$ cat config.mk
export PLATFORM = sky130hd
export DESIGN_NAME = plab2_proc_fetch_unit
export DESIGN_NICKNAME = d
export VERILOG_FILES = /design/src/rtl/plab2_proc_fetch_unit.sv
export SDC_FILE = /design/constraint.sdc
export NUM_CORES = 1
export LEC_CHECK = 0
export BUFFER_PORTS_ARGS = -buffer_cell sky130_fd_sc_hd__buf_2
export CORE_ASPECT_RATIO = 1.75
export CORE_MARGIN = 2
export CORE_UTILIZATION = 40
export CTS_CLUSTER_DIAMETER = 100
export DETAILED_ROUTE_END_ITERATION = 6
export GPL_ROUTABILITY_DRIVEN = 1
export MAX_ROUTING_LAYER = met4
export PLACE_DENSITY = 0.71
export SYNTH_ARGS = -nofsm -noshare
export SYNTH_HDL_FRONTEND = slang
export SYNTH_SLANG_ARGS = --single-unit
$ cat constraint.sdc
create_clock -name clk -period 5.67 [get_ports clk]
set_input_delay 1.701 -clock clk [delete_from_list [all_inputs] [get_ports clk]]
set_output_delay 1.701 -clock clk [all_outputs]
set_load 0.03 [all_outputs]
$ cat src/rtl/plab2_proc_fetch_unit.sv
// Instruction-fetch front-end: PC generation, multi-outstanding imem requests, counted
// response dropping after redirects and a decoupling FIFO. Optional macro: PLAB2_PROC_FETCH_BYPASS_EN.
module plab2_proc_fetch_unit #(
  parameter int unsigned p_buf_depth    = 4,
  parameter int unsigned p_max_out      = 2,
  parameter logic [31:0] c_reset_vector = 32'h1000
) (
  input  logic        clk,
  input  logic        reset,
  input  logic        domain,
  input  logic        redirect_val,
  input  logic [31:0] redirect_pc,
  output logic [77:0] imemreq_msg,
  output logic        imemreq_val,
  input  logic        imemreq_rdy,
  input  logic [46:0] imemresp_msg,
  input  logic        imemresp_val,
  output logic        imemresp_rdy,
  output logic [31:0] inst_msg,
  output logic [31:0] inst_pc,
  output logic        inst_val,
  input  logic        inst_rdy
);

  localparam int unsigned CntW = $clog2(p_buf_depth + 1);
  localparam int unsigned PtrW = $clog2(p_buf_depth);
  localparam logic [CntW-1:0] MaxOut   = CntW'(p_max_out);
  localparam logic [CntW:0]   DepthCap = (CntW + 1)'(p_buf_depth);
  localparam logic [PtrW-1:0] LastPtr  = PtrW'(p_buf_depth - 1);

  logic [31:0]     req_pc_q, req_pc_d;
  logic [31:0]     resp_pc_q, resp_pc_d;
  logic [CntW-1:0] out_cnt_q, out_cnt_d;
  logic [CntW-1:0] buf_cnt_q, buf_cnt_d;
  logic [CntW-1:0] drop_cnt_q, drop_cnt_d;
  logic [PtrW-1:0] head_q, head_d;
  logic [PtrW-1:0] tail_q, tail_d;
  logic [31:0]     buf_pc_q   [p_buf_depth];
  logic [31:0]     buf_data_q [p_buf_depth];

  logic        req_fire, resp_fire, resp_keep, buf_empty, push, pop, bypass;
  logic [31:0] resp_data;
  logic        unused_resp;

  function automatic logic [PtrW-1:0] ptr_inc(input logic [PtrW-1:0] p);
    return (p == LastPtr) ? '0 : p + PtrW'(1);
  endfunction

  // Memory message layout: {domain, type, opaque, addr, len, data}; READ is type 0.
  assign imemreq_msg = {domain, 3'd0, 8'd0, req_pc_q, 2'd0, 32'd0};
  assign resp_data   = imemresp_msg[31:0];
  assign unused_resp = ^imemresp_msg[46:32];

  // Credit rule: in-flight plus buffered never exceeds the buffer, so responses always fit.
  assign imemreq_val  = !reset && (out_cnt_q < MaxOut) &&
                        (({1'b0, out_cnt_q} + {1'b0, buf_cnt_q}) < DepthCap);
  assign imemresp_rdy = !reset;

  assign req_fire  = imemreq_val && imemreq_rdy;
  assign resp_fire = imemresp_val && imemresp_rdy;
  assign resp_keep = resp_fire && (drop_cnt_q == '0) && !redirect_val;
  assign buf_empty = (buf_cnt_q == '0);

`ifdef PLAB2_PROC_FETCH_BYPASS_EN
  assign bypass   = resp_keep && buf_empty;
  assign inst_val = !reset && (!buf_empty || bypass);
  assign inst_pc  = buf_empty ? resp_pc_q : buf_pc_q[head_q];
  assign inst_msg = buf_empty ? resp_data : buf_data_q[head_q];
  assign push     = resp_keep && !(bypass && inst_rdy);
`else
  assign bypass   = 1'b0;
  assign inst_val = !reset && !buf_empty;
  assign inst_pc  = buf_pc_q[head_q];
  assign inst_msg = buf_data_q[head_q];
  assign push     = resp_keep;
`endif

  assign pop = !reset && !buf_empty && inst_rdy;

  always_comb begin
    req_pc_d   = req_pc_q;
    resp_pc_d  = resp_pc_q;
    head_d     = head_q;
    tail_d     = tail_q;
    out_cnt_d  = out_cnt_q + CntW'(req_fire) - CntW'(resp_fire);
    buf_cnt_d  = buf_cnt_q + CntW'(push) - CntW'(pop);
    drop_cnt_d = drop_cnt_q;

    if (req_fire)  req_pc_d  = req_pc_q + 32'd4;
    if (resp_keep) resp_pc_d = resp_pc_q + 32'd4;
    if (push)      tail_d    = ptr_inc(tail_q);
    if (pop)       head_d    = ptr_inc(head_q);
    if (resp_fire && (drop_cnt_q != '0)) drop_cnt_d = drop_cnt_q - CntW'(1);

    // Everything still in flight after this cycle belongs to the old path.
    if (redirect_val) begin
      req_pc_d   = redirect_pc;
      resp_pc_d  = redirect_pc;
      head_d     = '0;
      tail_d     = '0;
      buf_cnt_d  = '0;
      drop_cnt_d = out_cnt_d;
    end
  end

  always_ff @(posedge clk) begin
    if (reset) begin
      req_pc_q   <= c_reset_vector;
      resp_pc_q  <= c_reset_vector;
      out_cnt_q  <= '0;
      buf_cnt_q  <= '0;
      drop_cnt_q <= '0;
      head_q     <= '0;
      tail_q     <= '0;
    end else begin
      req_pc_q   <= req_pc_d;
      resp_pc_q  <= resp_pc_d;
      out_cnt_q  <= out_cnt_d;
      buf_cnt_q  <= buf_cnt_d;
      drop_cnt_q <= drop_cnt_d;
      head_q     <= head_d;
      tail_q     <= tail_d;
    end
  end

  always_ff @(posedge clk) begin
    if (push) begin
      buf_pc_q[tail_q]   <= resp_pc_q;
      buf_data_q[tail_q] <= resp_data;
    end
  end

endmodule
==> impl_metrics.toml, run 1 <==
[yosys]
yosys_warnings = 0
synthAdderAreaFrac_pct = 1.742
ys_top_cells_by_area = "edfxtp_1 (56%), dfxtp_1 (11%), mux4_2 (10%), buf_4 (2.6%), a21boi_0 (2.0%)"
synth_simple_gate_area_share_pct = 7.287
async_flop_share_pct = 0
synth_top_family_by_area = "multiplexers"
synth-seq-cells = 335
synth_area_leader_cell = "edfxtp_1"
syn_inst = 859
synthDistinctLibCells = 45
synthXorXnorAreaFrac_pct = 3.557
ys.flop_type = "edfxtp_1"
yosys.area.top_type_share_pct = 55.75
synth_compound_area_share_pct = 5.318
synth-seq-area-share_pct = 67.22
syn-cell-area_sq_mm = 0.01379
avgSynthCellArea_sq_um = 16.05
synth_edf_count = 256
synth_mux_area_share_pct = 10.67

[final_layout]
drive_gt1_share_pct = 29.43
insertedDiodeCount = 0
regArea_sq_mm = 0.009276
area.growth.synth_to_final_pct = 16.32
layout_common_cells = "edfxtp_1 (256), buf_2 (168), dfxtp_1 (77)"
multi_input_area_sq_mm = 0.004125
final_cells = 1510
mostFrequentLayoutCell = "edfxtp_1"
layout.nets = 1131
stdcell_area_sq_mm = 0.01604
fillers = 3037

[drt]
wl_per_cell_microns = 18.83
drt-pass1-iter-count = 5
postRouteAntennaNets = 0
wirelength_microns = 28440
drc = 0
vias = 7686
drtIter0Drc = 332
vias_per_cell = 5.090

[clock_network]
post_cts_buffers = 0
clock-root-buffer = "clkbuf_16"
cts_buffer_depth = 3
cts_resized = 0
cts_hold_buf = 0
cts_tree = "built"
insertion_delay_ns = 0.56
htreeDepth = 1
cts_inserted_buffers = 29
clock-sinks = 335
clkTransAtPathRegs_ns = 0.07

[critical_path]
r2r-start = "buf_cnt_q[1]"
worstPathRequired_ns = 3.97
crit_fanout = 5
cp-end-kind = "primary output"
timing.critical_path.from = "reset"
critPathLaunchType = "primary input"
critPathKind = "in2out"
arrival_ns = 2.86

[floorplanning]
core_sq_mm = 0.03423
die_y_microns = 249.6
core.rowCount = 90
pin_count = 231
dieArea_sq_mm = 0.03603
initial_core_util_pct = 40.28
die_w_microns = 144.3

[global_route]
grt_pass1_wl_microns = 43300
grt_start_max_net_pins = 65
grt_pass1_vias = 7776
track_usage_pct = 16.12
grt_overflow = 0
antenna_found_initial = 1

[power_and_ir_drop]
p_int_mw = 4.048
finalPower_mw = 5.323
p_comb_share_pct = 8.8
pwr-share-seq_pct = 52.4
power_leakage_nw = 5.526
p_sw_share_pct = 23.95
clkPwrFrac_pct = 38.8
peakVddDrop_mv = 0.2155
p_sw_mw = 1.275
power.density_mw_per_mm2 = 331.9

[timing]
setup_slack_ns = 1.111
fin_crit_sh_pct = 80.41
finalSetupTns_ns = 0
rsz0062_at_grt = "false"
skew_ns = 0.02255
clock.fmax_ghz = 0.2193
period_needed_ns = 4.559
timing.final.hold_violations = 0
timing.slew.headroom_pct = 31.91
maxSlewViolCount = 0
worstMarginPinSlew_ns = 1.012
setup_viol_count_final = 0

[placement]
dp_hpwl_microns = 18970
gp_congestion = 0.8348
io_buffers = 168
dp_slack_ns = 1.072
detailed_place.area_sq_mm = 0.01503
dp.cells = 1456

[outcome]
run_status = "finished clean"

[min_path]
hp-class = "reg2reg"
hp-start = "req_pc_q[1]"

[job]
drv_cap = 0
## cell families (layout without fill, tap and decap cells)
kind of cell / after synthesis / after routing
xor+xnor: 56 / 56
mux: 67 / 67
buf+inv: 103 / 250
flops: 335 / 335
compound gates: 104 / 104
simple gates: 175 / 175
other cells: 1 / 45
fa+ha+maj: 18 / 18
## critical path, stage by stage
cell,delay [ns]
buf_2,0.14
nor3b_1,0.51
and2_1,0.28
buf_2,0.22
## per-layer routing
| layer | global-route usage, % | wire length (microns) | vias up |
|---|---|---|---|
| li1 | - | - | 3563 |
| met1 | 17.94 | 10830 | 3851 |
| met2 | 29.26 | 15440 | 218 |
| met3 | 2.091 | 1302 | 54 |
| met4 | 5.548 | 869 | 0 |
| met5 | - | 0 | - |
## worst paths after layout
kind | endpoint | slack, ns | cells past startpoint
min reg2reg | req_pc_q[1] | 0.46 | 2
min | req_pc_q[1] | 0.46 | 2
max reg2reg | drop_cnt_q[2] | 2.57 | 10
max | imemreq_val | 1.11 | 4
## stage by stage
stage	utilization (%)	hold slack, ns
final	46.85	0.4595
after global routing	46.85	0.5027
after CTS	46.85	0.4638
after floorplan	-	0.4600
after detailed placement	43.90	0.4535
after global placement	43.90	0.4455
## final cells by class
cell class | count | share of cell area [%]
well taps | 460 | 3.589
clock inverters | 17 | 1.217
inverters | 17 | 0.3979
clock buffers | 37 | 5.087
repair buffers | 179 | 6.148
multi-input cells | 465 | 25.72
flip-flops and latches | 335 | 57.84
## state kept, by name, summed over array words and instances (netlist names), named ones only
signal / count
tail_q: 2
buf_data_q: 128
head_q: 2
buf_cnt_q: 3
drop_cnt_q: 3
buf_pc_q: 128
out_cnt_q: 3
resp_pc_q: 32
req_pc_q: 32
## power groups by stage
stage	clock network, mW	logic, mW	registers [mW]
final	2.07	0.466	2.79
after detailed placement	0	0.471	2.84
after floorplan	0	0.323	2.86
after global placement	0	0.464	2.84
after global routing	2.21	0.510	2.80
after CTS	2.12	0.474	2.79
## cells in the mapped netlist, types with 9 or more instances
library cell	number
ha_1	16
and4_1	10
nor2_1	24
a21boi_0	37
and3_1	14
nand4_1	28
inv_1	17
o21a_1	26
a21oi_1	15
nand2_1	37
buf_4	47
dfxtp_1	79
xor2_1	28
nor3_1	18
clkbuf_1	29
xnor2_1	28
edfxtp_1	256
mux4_2	64
buf_2	9
nand3_1	17
No activity file was read; power rests on OpenSTA's default activity.
==> run 2, diff against run 1 <==
clock period = 4.3 ns   (was 5.67 ns; I/O delays follow)
==> run 2 against run 1 <==
Against the previous run:
- count of clock-buffer cells in the layout did not move
- non-clock buffer count rose by 7
- clock power up 28%
- die area is the same
- critical path type is now reg2out
- combinational power rose by 35%
- cell area is 0.18% higher
- sequential cell count unchanged
- setup slack worse by 0.41 ns
- global-route usage is 0.12 points lower
- power is 31% higher
==> impl_metrics.toml, run 2 (synthesis results as in run 1) <==
[power_and_ir_drop]
p_int_mw = 5.305
power.density_mw_per_mm2 = 432.4
p_comb_share_pct = 9.0
peakVddDrop_mv = 0.3079
clkPwrFrac_pct = 38.0
power_leakage_nw = 5.536
finalPower_mw = 6.948
p_sw_mw = 1.643
pwr-share-seq_pct = 53.0
p_sw_share_pct = 23.65

[global_route]
grt_pass1_wl_microns = 42880
grt_pass1_vias = 7702
busiest_layer = "met2"
grt_overflow = 0
globalRouteMet2Util_pct = 29.32
use_met3_pct = 1.804
antenna_found_initial = 0
met1_usage_pct = 17.95
grt_start_max_net_pins = 65
track_usage_pct = 16.00

[clock_network]
htreeDepth = 1
clock-sinks = 335
cts_resized = 0
clock-root-buffer = "clkbuf_16"
clkTransAtPathRegs_ns = 0.06
cts_buffer_depth = 3
cts_tree = "built"
insertion_delay_ns = 0.56
cts_hold_buf = 0
cts_inserted_buffers = 30
post_cts_buffers = 0

[drt]
drc = 0
wirelength_microns = 28410
drt-pass1-iter-count = 4
vias_per_cell = 5.039
vias = 7654
postRouteAntennaNets = 0
wl_per_cell_microns = 18.70
drtIter0Drc = 447

[critical_path]
r2r-start = "buf_cnt_q[2]"
path_cells = "buf_12 -> mux4_2 -> buf_2"
critPathCapture = "inst_msg[3]"
r2r_slack_ns = 1.12
worstPathRequired_ns = 3.01
arrival_ns = 2.31
cp-end-kind = "primary output"
timing.critical_path.slowest_stage_cell = "dfxtp_4"
crit_fanout = 25
critPathLaunchType = "flop"
r2r-end = "drop_cnt_q[2]"
cpPeakStageDelay_ns = 0.71
reg2regPathDepth = 10
critPathKind = "reg2out"

[floorplanning]
pin_count = 231
dieArea_sq_mm = 0.03603
initial_core_util_pct = 40.28
die_w_microns = 144.3
core.rowCount = 90
die_y_microns = 249.6
core_sq_mm = 0.03423

[timing]
fin_crit_sh_pct = 83.72
clock.fmax_ghz = 0.2778
timing.slew.headroom_pct = 29.81
skew_ns = 0.01144
timing.final.hold_violations = 0
setup_viol_count_final = 0
finalSetupTns_ns = 0
maxSlewViolCount = 0
worstMarginPinSlew_ns = 1.043
period_needed_ns = 3.600
rsz0062_at_grt = "false"

[final_layout]
stdcell_area_sq_mm = 0.01607
area.growth.synth_to_final_pct = 16.52
top_regs = "buf_data_q: 128 flops, buf_pc_q: 128 flops"
mostFrequentLayoutCell = "edfxtp_1"
layout.nets = 1139
layout_common_cells = "edfxtp_1 (256), buf_2 (168), dfxtp_1 (77)"
fillers = 2980
drive_gt1_share_pct = 29.08
insertedDiodeCount = 0

[min_path]
hp-start = "req_pc_q[1]"
hp-class = "reg2reg"

[placement]
gp_congestion = 0.8751
dp_hpwl_microns = 18960
io_buffers = 168
detailed_place.area_sq_mm = 0.01509

[job]
drv_cap = 0

[outcome]
run_status = "finished clean"
[run 2: cell types whose count changed in the layout (fill, tap and decap cells not counted), sizes merged]
cell      before  now
clkinv         9   14
buf          179  186
inv           21   17
clkinvlp       1    2
[run 2: worst min-delay path by stage]
stage | end | slack, ns | cells after the start
after floorplan | buf_pc_q[0][0] | 0.46 | 0
after global placement | req_pc_q[1] | 0.44 | 2
after detailed placement | req_pc_q[1] | 0.46 | 2
after CTS | req_pc_q[1] | 0.46 | 2
after global routing | req_pc_q[1] | 0.50 | 2
final | req_pc_q[1] | 0.46 | 2
[run 2: critical path: cells and delay by family (launching register included)]
family	cells	cell delay, ns
buffers and inverters	2	0.48
multiplexers	1	0.54
flip-flops	1	0.71
[run 2: stage by stage]
step	cells	setup WS, ns	hold slack (ns)	util, %
after floorplan	903	0.1542	0.4600	-
after global placement	1463	0.6622	0.4409	44.09
after detailed placement	1463	0.6343	0.4551	44.09
after CTS	1519	0.5799	0.4640	46.93
after global routing	1519	0.5433	0.4964	46.93
final	1519	0.7000	0.4624	46.93
[run 2: area by class of cell]
class / instances / area, sq um / area share [%]
timing repair buffer: 186 / 1051 / 6.542
sequential: 335 / 9276 / 57.74
tap: 460 / 575.6 / 3.582
clock inverter: 19 / 176.4 / 1.098
clock buffer: 37 / 798.3 / 4.968
multi-input combinational: 465 / 4125 / 25.68
inverter: 17 / 63.81 / 0.3972
[run 2: power by group through the flow]
stage               logic [mW]  clock network [mW]  registers (mW)
floorplan                0.426                   0            3.77
global placement         0.622                   0            3.74
detailed placement       0.632                   0            3.75
CTS                      0.635                2.72            3.68
global route             0.679                2.83            3.69
finish                   0.627                2.64            3.68
[run 2: metal layers]
layer,wire length [microns],vias up,part of all wire (%)
met4,695,0,2.4
met5,0,-,0
met3,1126,49,4.0
met2,15510,192,55
met1,11080,3828,39
li1,-,3585,-
==> run 3, diff against run 2 <==
PLACE_DENSITY = 0.73   (was 0.71)
clock period = 3.1 ns   (was 4.3 ns; I/O delays follow)
==> run 3 against run 2 <==
Against the previous run:
- power grew 38%
- worst hold slack lost 0.0052 ns
- clock skew up 0.0095 ns
- setup slack got worse by 0.61 ns
- critical endpoint is now inst_pc[29]
- sequential cell count unchanged
- critical path depth stayed put
- largest cell class unchanged
- highest routed layer unchanged
==> impl_metrics.toml, run 3 (synthesis results as in run 1) <==
[drt]
drt-pass1-iter-count = 5
wl_per_cell_microns = 18.85
drc = 0
postRouteAntennaNets = 0
drtIter0Drc = 361
vias_per_cell = 5.012
vias = 7668
wirelength_microns = 28840

[timing]
clock.fmax_ghz = 0.3325
period_needed_ns = 3.008
whs_ns = 0.4571
finalSetupTns_ns = 0
skew_ns = 0.02094
setup_viol_count_final = 0
timing.slew.headroom_pct = 59.04
timing.final.hold_violations = 0
rsz0062_at_grt = "false"
worstMarginPinSlew_ns = 0.6097
maxSlewViolCount = 0
fin_crit_sh_pct = 97.02

[power_and_ir_drop]
power_leakage_nw = 5.620
peakVddDrop_mv = 0.4159
power.density_mw_per_mm2 = 593.5

[final_layout]
layout.nets = 1151
fillers = 2998
multi_input_area_sq_mm = 0.004124
drive_gt1_share_pct = 30.37
area.growth.synth_to_final_pct = 17.59
top_regs = "buf_data_q: 128 flops, buf_pc_q: 128 flops"
layout_common_cells = "edfxtp_1 (256), buf_2 (168), dfxtp_1 (77)"
insertedDiodeCount = 0
regArea_sq_mm = 0.009276
mostFrequentLayoutCell = "edfxtp_1"

[min_path]
hp-start = "req_pc_q[0]"
hp-class = "reg2reg"
hold_depth = 2
hold_end = "req_pc_q[0]"

[floorplanning]
pin_count = 231
core.rowCount = 90
initial_core_util_pct = 40.28
dieArea_sq_mm = 0.03603
die_w_microns = 144.3
core_sq_mm = 0.03423
die_y_microns = 249.6

[clock_network]
htreeDepth = 1
insertion_delay_ns = 0.57
clock-root-buffer = "clkbuf_16"
cts_inserted_buffers = 29
cts_hold_buf = 0
cts_tree = "built"
clock-sinks = 335
clkTransAtPathRegs_ns = 0.06
cts_buffer_depth = 3

[critical_path]
worstPathRequired_ns = 2.17
crit_fanout = 21
r2r-end = "drop_cnt_q[2]"
critPathLaunchType = "flop"
reg2regPathDepth = 10
critPathKind = "reg2out"
cp-end-kind = "primary output"
arrival_ns = 2.08
r2r-start = "buf_cnt_q[1]"
r2r_slack_ns = 0.62

[placement]
gp_congestion = 0.8619
io_buffers = 168
dp_hpwl_microns = 19900

[global_route]
grt_start_max_net_pins = 92
grt_pass1_wl_microns = 43850
grt_pass1_vias = 7720
antenna_found_initial = 0
grt_overflow = 0
track_usage_pct = 16.48

[job]
drv_cap = 0

[outcome]
run_status = "finished clean"
## run 3: cell types whose count changed in the layout (fill, tap and decap cells not counted), sizes merged
cell,before,now
buf,186,199
bufinv,3,2
clkbuf,37,39
clkinv,14,9
clkinvlp,2,1
inv,17,20
## run 3: critical path: stages, from the launching register on
cell and delay [ns]:
dfxtp_4 0.48, buf_12 0.24, mux4_2 0.57, buf_2 0.21
## run 3: report_power, final
group          switching (mW)  internal [mW]
Sequential              0.128           4.98
Clock                    1.61           2.01
Combinational           0.572          0.324
## run 3: what timing repair did
action | in CTS | in global routing
setup buffers | 0 | 0
setup endpoints to repair | 0 | 1
gates resized for setup | 0 | 1
## run 3: layer usage
layer  track usage (%)  wire [microns]  vias to the layer above  part of all wire, %
met2             29.78           15870                      204                   55
met1             19.04           11110                     3810                   39
met4             4.938             675                        0                  2.3
met3             1.823            1183                       46                  4.1
met5                 -               0                        -                    0
li1                  -               -                     3608                    -
## run 3: how the worst max path moves through the flow
stage                         end  slack, ns  cells past startpoint
finish                inst_pc[29]       0.09                      3
global route          inst_pc[29]       0.01                      3
CTS                   imemreq_val       0.02                      5
detailed placement  drop_cnt_q[2]       0.14                     10
global placement    drop_cnt_q[2]       0.13                     10
floorplan            buf_cnt_q[2]      0.008                     11
## run 3: area by class of cell
cell class	count	share of cell area (%)
Timing Repair Buffer	199	7.470
Multi-Input combinational cell	465	25.44
Tap cell	460	3.550
Sequential cell	335	57.22
Inverter	17	0.3936
Clock inverter	15	0.9801
Clock buffer	39	4.954
## run 3: through the flow
step / total power, mW / std cells / setup slack, ns / utilization, % / cell area, sq um
after floorplan: 5.812 / 903 / 0.008483 / - / 13960
after global placement: 6.075 / 1476 / 0.1331 / 44.53 / 15240
after detailed placement: 6.101 / 1476 / 0.1437 / 44.53 / 15240
after CTS: 9.741 / 1530 / 0.01523 / 47.34 / 16210
after global routing: 9.965 / 1530 / 0.01079 / 47.36 / 16210
final: 9.622 / 1530 / 0.09224 / 47.36 / 16210
